`config.mk`:
```
export PLATFORM = sky130hd
export DESIGN_NAME = muldiv_unit_flat
export DESIGN_NICKNAME = d
export VERILOG_FILES = /design/src/rtl/muldiv_unit_if.sv /design/src/rtl/muldiv_unit.sv /design/src/flat_wrapper.sv
export SDC_FILE = /design/constraint.sdc
export NUM_CORES = 1
export LEC_CHECK = 0
export ABC_AREA = 1
export ABC_CLOCK_PERIOD_IN_PS = 9200
export BUFFER_PORTS_ARGS = -buffer_cell sky130_fd_sc_hd__clkbuf_2
export CAP_MARGIN = 20
export CORE_ASPECT_RATIO = 0.75
export CORE_MARGIN = 8
export CORE_UTILIZATION = 25
export CTS_BUF_LIST = sky130_fd_sc_hd__clkbuf_4 sky130_fd_sc_hd__clkbuf_8
export DETAILED_ROUTE_END_ITERATION = 8
export GPL_TIMING_DRIVEN = 0
export SYNTH_ARGS = -nofsm -noshare
export SYNTH_HDL_FRONTEND = slang
export SYNTH_SLANG_ARGS = --single-unit
```
`constraint.sdc`:
```
create_clock -name clk -period 9.2 [get_ports clk]
set_input_delay 0.92 -clock clk [delete_from_list [all_inputs] [get_ports clk]]
set_output_delay 0.92 -clock clk [all_outputs]
set_load 0.005 [all_outputs]
```
`src/rtl/muldiv_unit_if.sv`:
```
// Request/response bundle between the core's M-op decode and the multiply/divide unit.
interface muldiv_unit_if;
   logic        start;
   logic [2:0]  funct3;
   logic [31:0] rs1_data;
   logic [31:0] rs2_data;
   logic        busy;
   logic        done;
   logic [31:0] result;

   modport master (
      output start, funct3, rs1_data, rs2_data,
      input  busy, done, result
   );

   modport slave (
      input  start, funct3, rs1_data, rs2_data,
      output busy, done, result
   );
endinterface

```
`src/rtl/muldiv_unit.sv`:
```
// Iterative RV32M unit: radix-2 shift-add multiplier and restoring divider sharing one
// 64-bit working register; 32 iterations per op, divide special cases resolved at accept.
module muldiv_unit (
   input  logic          clk,
   input  logic          rst_n,
   muldiv_unit_if.slave  mdu
);

   localparam int unsigned XLEN = 32;
   localparam int unsigned WLEN = 2 * XLEN;
   localparam int unsigned CNTW = 6;
   localparam logic [CNTW-1:0] LAST_ITER = CNTW'(XLEN - 1);

   typedef enum logic [1:0] {ST_IDLE, ST_CALC, ST_DONE} state_t;

   state_t            r_state;
   logic [CNTW-1:0]   r_cnt;
   logic [WLEN-1:0]   r_work;
   logic [XLEN-1:0]   r_opb;
   logic [2:0]        r_fn;
   logic              r_neg_q;
   logic              r_neg_r;
   logic              r_busy;
   logic              r_done;
   logic [XLEN-1:0]   r_result;

   logic              w_is_div;
   logic              w_a_signed;
   logic              w_b_signed;
   logic              w_a_neg;
   logic              w_b_neg;
   logic [XLEN-1:0]   w_a_mag;
   logic [XLEN-1:0]   w_b_mag;
   logic              w_div_zero;
   logic              w_div_ovf;
   logic              w_special;
   logic [XLEN-1:0]   w_special_res;
   logic [XLEN:0]     w_sum;
   logic [XLEN:0]     w_trial;
   logic [WLEN-1:0]   w_next_work;
   logic [WLEN-1:0]   w_prod;
   logic [XLEN-1:0]   w_quo;
   logic [XLEN-1:0]   w_rem;
   logic [XLEN-1:0]   w_final;

   // Accept-time decode: signedness, magnitudes and divide special cases.
   always_comb begin
      w_is_div      = mdu.funct3[2];
      w_a_signed    = w_is_div ? !mdu.funct3[0] : (mdu.funct3[1:0] != 2'b11);
      w_b_signed    = w_is_div ? !mdu.funct3[0] : !mdu.funct3[1];
      w_a_neg       = w_a_signed & mdu.rs1_data[XLEN-1];
      w_b_neg       = w_b_signed & mdu.rs2_data[XLEN-1];
      w_a_mag       = w_a_neg ? XLEN'(-mdu.rs1_data) : mdu.rs1_data;
      w_b_mag       = w_b_neg ? XLEN'(-mdu.rs2_data) : mdu.rs2_data;
      w_div_zero    = w_is_div && (mdu.rs2_data == '0);
      w_div_ovf     = w_is_div && !mdu.funct3[0] &&
                      (mdu.rs1_data == 32'h8000_0000) && (mdu.rs2_data == 32'hFFFF_FFFF);
      w_special     = w_div_zero || w_div_ovf;
      w_special_res = '0;
      if (w_div_zero)
         w_special_res = mdu.funct3[1] ? mdu.rs1_data : '1;
      else if (w_div_ovf)
         w_special_res = mdu.funct3[1] ? '0 : 32'h8000_0000;
   end

   // One iteration step plus sign correction of the value the last step produces.
   always_comb begin
      w_sum       = {1'b0, r_work[WLEN-1:XLEN]} + (r_work[0] ? {1'b0, r_opb} : '0);
      w_trial     = r_work[WLEN-1:XLEN-1] - {1'b0, r_opb};
      w_next_work = {w_sum, r_work[XLEN-1:1]};
      if (r_fn[2]) begin
         if (w_trial[XLEN])
            w_next_work = {r_work[WLEN-2:0], 1'b0};
         else
            w_next_work = {w_trial[XLEN-1:0], r_work[XLEN-2:0], 1'b1};
      end
      w_prod  = r_neg_q ? WLEN'(-w_next_work) : w_next_work;
      w_quo   = r_neg_q ? XLEN'(-w_next_work[XLEN-1:0]) : w_next_work[XLEN-1:0];
      w_rem   = r_neg_r ? XLEN'(-w_next_work[WLEN-1:XLEN]) : w_next_work[WLEN-1:XLEN];
      w_final = '0;
      if (r_fn[2])
         w_final = r_fn[1] ? w_rem : w_quo;
      else
         w_final = (r_fn[1:0] == 2'b00) ? w_prod[XLEN-1:0] : w_prod[WLEN-1:XLEN];
   end

   // Control FSM with registered outputs.
   always_ff @(posedge clk or negedge rst_n) begin
      if (!rst_n) begin
         r_state  <= ST_IDLE;
         r_cnt    <= '0;
         r_work   <= '0;
         r_opb    <= '0;
         r_fn     <= '0;
         r_neg_q  <= 1'b0;
         r_neg_r  <= 1'b0;
         r_busy   <= 1'b0;
         r_done   <= 1'b0;
         r_result <= '0;
      end else begin
         case (r_state)
            ST_IDLE: begin
               r_done <= 1'b0;
               if (mdu.start) begin
                  r_fn    <= mdu.funct3;
                  r_neg_q <= w_a_neg ^ w_b_neg;
                  r_neg_r <= w_a_neg;
                  r_opb   <= w_b_mag;
                  r_work  <= {{XLEN{1'b0}}, w_a_mag};
                  r_cnt   <= '0;
                  r_busy  <= 1'b1;
                  if (w_special) begin
                     r_result <= w_special_res;
                     r_done   <= 1'b1;
                     r_state  <= ST_DONE;
                  end else begin
                     r_state  <= ST_CALC;
                  end
               end
            end
            ST_CALC: begin
               r_work <= w_next_work;
               r_cnt  <= r_cnt + CNTW'(1);
               if (r_cnt == LAST_ITER) begin
                  r_result <= w_final;
                  r_done   <= 1'b1;
                  r_state  <= ST_DONE;
               end
            end
            ST_DONE: begin
               r_done  <= 1'b0;
               r_busy  <= 1'b0;
               r_state <= ST_IDLE;
            end
            default: begin
               r_done  <= 1'b0;
               r_busy  <= 1'b0;
               r_state <= ST_IDLE;
            end
         endcase
      end
   end

   assign mdu.busy   = r_busy;
   assign mdu.done   = r_done;
   assign mdu.result = r_result;

endmodule

```
`src/flat_wrapper.sv`:
```
// flat-port wrapper written by rule: the top's interface ports become plain ports
module muldiv_unit_flat 
  (clk, rst_n, mdu_start, mdu_funct3, mdu_rs1_data, mdu_rs2_data, mdu_busy, mdu_done, mdu_result);
  muldiv_unit_if mdu_i ();
  input  logic clk;
  input  logic rst_n;
  input wire logic [$bits(mdu_i.start)-1:0] mdu_start;
  input wire logic [$bits(mdu_i.funct3)-1:0] mdu_funct3;
  input wire logic [$bits(mdu_i.rs1_data)-1:0] mdu_rs1_data;
  input wire logic [$bits(mdu_i.rs2_data)-1:0] mdu_rs2_data;
  output wire logic [$bits(mdu_i.busy)-1:0] mdu_busy;
  output wire logic [$bits(mdu_i.done)-1:0] mdu_done;
  output wire logic [$bits(mdu_i.result)-1:0] mdu_result;
  assign mdu_i.start = mdu_start;
  assign mdu_i.funct3 = mdu_funct3;
  assign mdu_i.rs1_data = mdu_rs1_data;
  assign mdu_i.rs2_data = mdu_rs2_data;
  assign mdu_busy = mdu_i.busy;
  assign mdu_done = mdu_i.done;
  assign mdu_result = mdu_i.result;
  muldiv_unit u_core (.clk(clk), .rst_n(rst_n), .mdu(mdu_i));
endmodule
```
==> out/qor.yml <==
dr_total_vias: 21800
synth_ff_type: "dfrtp_1"
drt_wl_total_um: 89100
first_pass_iters: 6
cp_max_fo: 8
pre_cts_ws_ps: 3630
groute.usage.overall_pct: 21.9
cts_tree: "built"
cts_buffer_depth: 2
hold_slack_ps: 402
drive_gt1_share_pct: 7.42
reg2regPathDepth: 35
gp_congestion: 1.01
die_x_um: 324
grt.met3_usage_pct: 6.58
die_y_um: 247
met1_usage_pct: 33.4
cts_hold_buf: 0
cp.required_ps: 9670
finClkSkew_ps: 22.0
slowest_delay_ps: 440
post_cts_resized: 0
yosysWarningCount: 0
period_minus_slack_ps: 5930
worstSetupEndpointType: "flop"
syn_inst: 3124
grt_overflow: 0
worst_setup_path_startpoint: "u_core.r_opb[0]"
ys_seq_area_share_pct: 20.2
syn-num-nets: 3266
max_freq_mhz: 169
met2_usage_pct: 29.9
io_buffers: 103
drc: 0
dieArea_sq_um: 79900
arrival_ps: 6390
maxSlewViolCount: 0
clock_latency_ps: 580
critPathLaunchType: "flop"
grt_max_degree: 83
dpl.hpwl_um: 75000
viasPerCell: 5.17
postLayoutCellArea_sq_um: 19900
rsz0062_at_grt: "false"
rows: 84
async_flop_share_pct: 100
timing.final.crit_share_pct: 64.4
status: "finished clean"
placed_area_sq_um: 19500
reg2reg_from: "u_core.r_opb[0]"
path_clk_slew_ps: 100
core-area_sq_um: 70200
relSlewSlack_pct: 27.2
finalHoldViolCount: 0
hold_path.class: "in -> async"
io_pins: 104
synthDistinctLibCells: 58
layout.nets: 3390
cts_setup_buffers: 0
maxCapViolations: 0
cts.root.buffer_cell: "clkbuf_8"
antenna_found_initial: 2
worst_pin_slew_ps: 1090
start_util_pct: 25.3
grt_pass1_vias: 19800
grt_busiest_layer: "met1"
drt-initial-drc-count: 2731
worst_path_most_repeated_cell: "nand2_1"
critPathSlowestCell: "fa_1"
grt_pass1_wl_um: 131000
avgSynthCellArea_sq_um: 5.68
cts_buffers: 17
criticalPathCategory: "reg -> reg"
setup_viol: 0
synth_edf_count: 0
layout_setup_ws_ps: 3270
ys_seq_elements: 143
cts_sinks: 143
syn-cell-area_sq_um: 17700
ant_nets: 0
tns_ps: 0
cts_max_level: 4
syn_to_final_growth_pct: 12.1
wire_per_inst_um: 21.2
flip-flops by register name, indices dropped and copies added (netlist names):
signal / cells
u_core.mdu.done: 1
u_core.r_opb: 32
u_core.r_work: 64
u_core.r_neg_q: 1
u_core.r_cnt: 6
u_core.mdu.result: 32
u_core.r_neg_r: 1
u_core.r_state: 2
u_core.r_fn: 3
u_core.mdu.busy: 1
worst max-delay path: cells and delay by family, from the launching register on:
| family | cells | cell delay, ps |
|---|---|---|
| flip-flops | 1 | 420 |
| buffers and inverters | 4 | 390 |
| adder cells (fa/ha/maj) | 3 | 870 |
| AND/OR/NAND/NOR | 28 | 4120 |
logic make-up (layout without fill, tap and decap cells):
group / after synthesis / after routing / share of synthesized area (%)
other: 0 / 3 / 0
buffers and inverters: 546 / 683 / 12.0
xor gates and xnor gates: 89 / 89 / 4.39
AOI/OAI and AO/OA: 540 / 540 / 17.1
DFF: 143 / 143 / 20.2
and+or+nand+nor: 1734 / 1734 / 41.2
adders and majority gates: 72 / 72 / 5.16
cell usage after synthesis (7+ instances only):
cell type  count  share of area, %
a31oi_1       10              0.35
nand2_2       28              0.99
o31ai_1        9              0.38
inv_1        430               9.1
o211ai_1      23              0.97
nand3_1      259               7.3
o21ai_0      259               7.3
nand2_1     1008                21
nor2_2        16              0.56
o21a_1        10              0.42
or2_2          7              0.25
dfrtp_1      143                20
o221ai_1      13              0.64
nor2_1       294               6.2
xnor2_1       28               1.4
a21oi_1      144               4.1
nor4_1        10              0.35
o21ai_1        7              0.20
xor2_1        61               3.0
nand4_1       36               1.3
ha_1          70               4.9
buf_2         19              0.54
buf_1         11              0.23
o21bai_1      13              0.55
nor3_1        42               1.2
clkbuf_1      75               1.6
o22ai_1       25              0.88
nand3b_1      12              0.51
per-stage QoR:
stage          instances  utilization (%)
2_1_floorplan       3124                -
3_3_place_gp        4173             27.7
3_5_place_dp        4175             27.8
4_1_cts             4207             28.3
5_1_grt             4208             28.3
6_report            4210             28.3
final cells by class:
type	instances	area, sq um
Clock buffer	18	248
Fill cell	8265	50300
Sequential cell	143	3580
Antenna cell	3	7.51
Clock inverter	14	146
Timing Repair Buffer	105	557
Buffer	112	505
Tap cell	946	1180
Multi-Input combinational cell	2435	12000
Inverter	434	1630
routing by layer:
layer | vias up | part of all wire (%)
met4 | 0 | 1.4
met1 | 10300 | 48
li1 | 10300 | -
met3 | 78 | 11
met5 | - | 0
met2 | 1047 | 39
final timing paths:
| kind | slack (ps) | endpoint |
|---|---|---|
| hold / removal | 400 | u_core.mdu.result[19] |
| hold reg to reg | 490 | u_core.mdu.result[7] |
| setup reg to reg | 3270 | u_core.mdu.result[22] |
| max in group asynchronous | 7950 | u_core.r_opb[19] |
| min in group clk | 490 | u_core.mdu.result[7] |
| setup / recovery | 3270 | u_core.mdu.result[22] |
cells in the final DEF (no fill, tap or decap), types with 4 or more instances in the layout:
cell type	n
nor2_2	16
nand4_1	36
nand3b_1	12
clkbuf_2	102
nor3_1	42
o221ai_1	13
buf_6	4
inv_6	4
clkbuf_8	19
nand2_4	5
or2_2	7
ha_1	70
clkbuf_1	75
inv_1	430
o21bai_1	13
a21oi_1	144
nor4_1	10
o21ai_1	7
o31ai_1	9
nor2_1	294
inv_8	4
nand2_1	1008
o22ai_1	25
a31oi_1	10
dfrtp_1	143
o21ai_0	259
o211ai_1	23
nand3_1	259
a21boi_0	4
o21ai_2	4
a21oi_2	5
o21a_1	10
buf_2	20
nand2_2	28
xnor2_1	28
xor2_1	61
buf_1	11
Power is left out: the tool's default activity adds up to more than one toggle a clock period on the data nets, which glitch-free logic cannot reach.
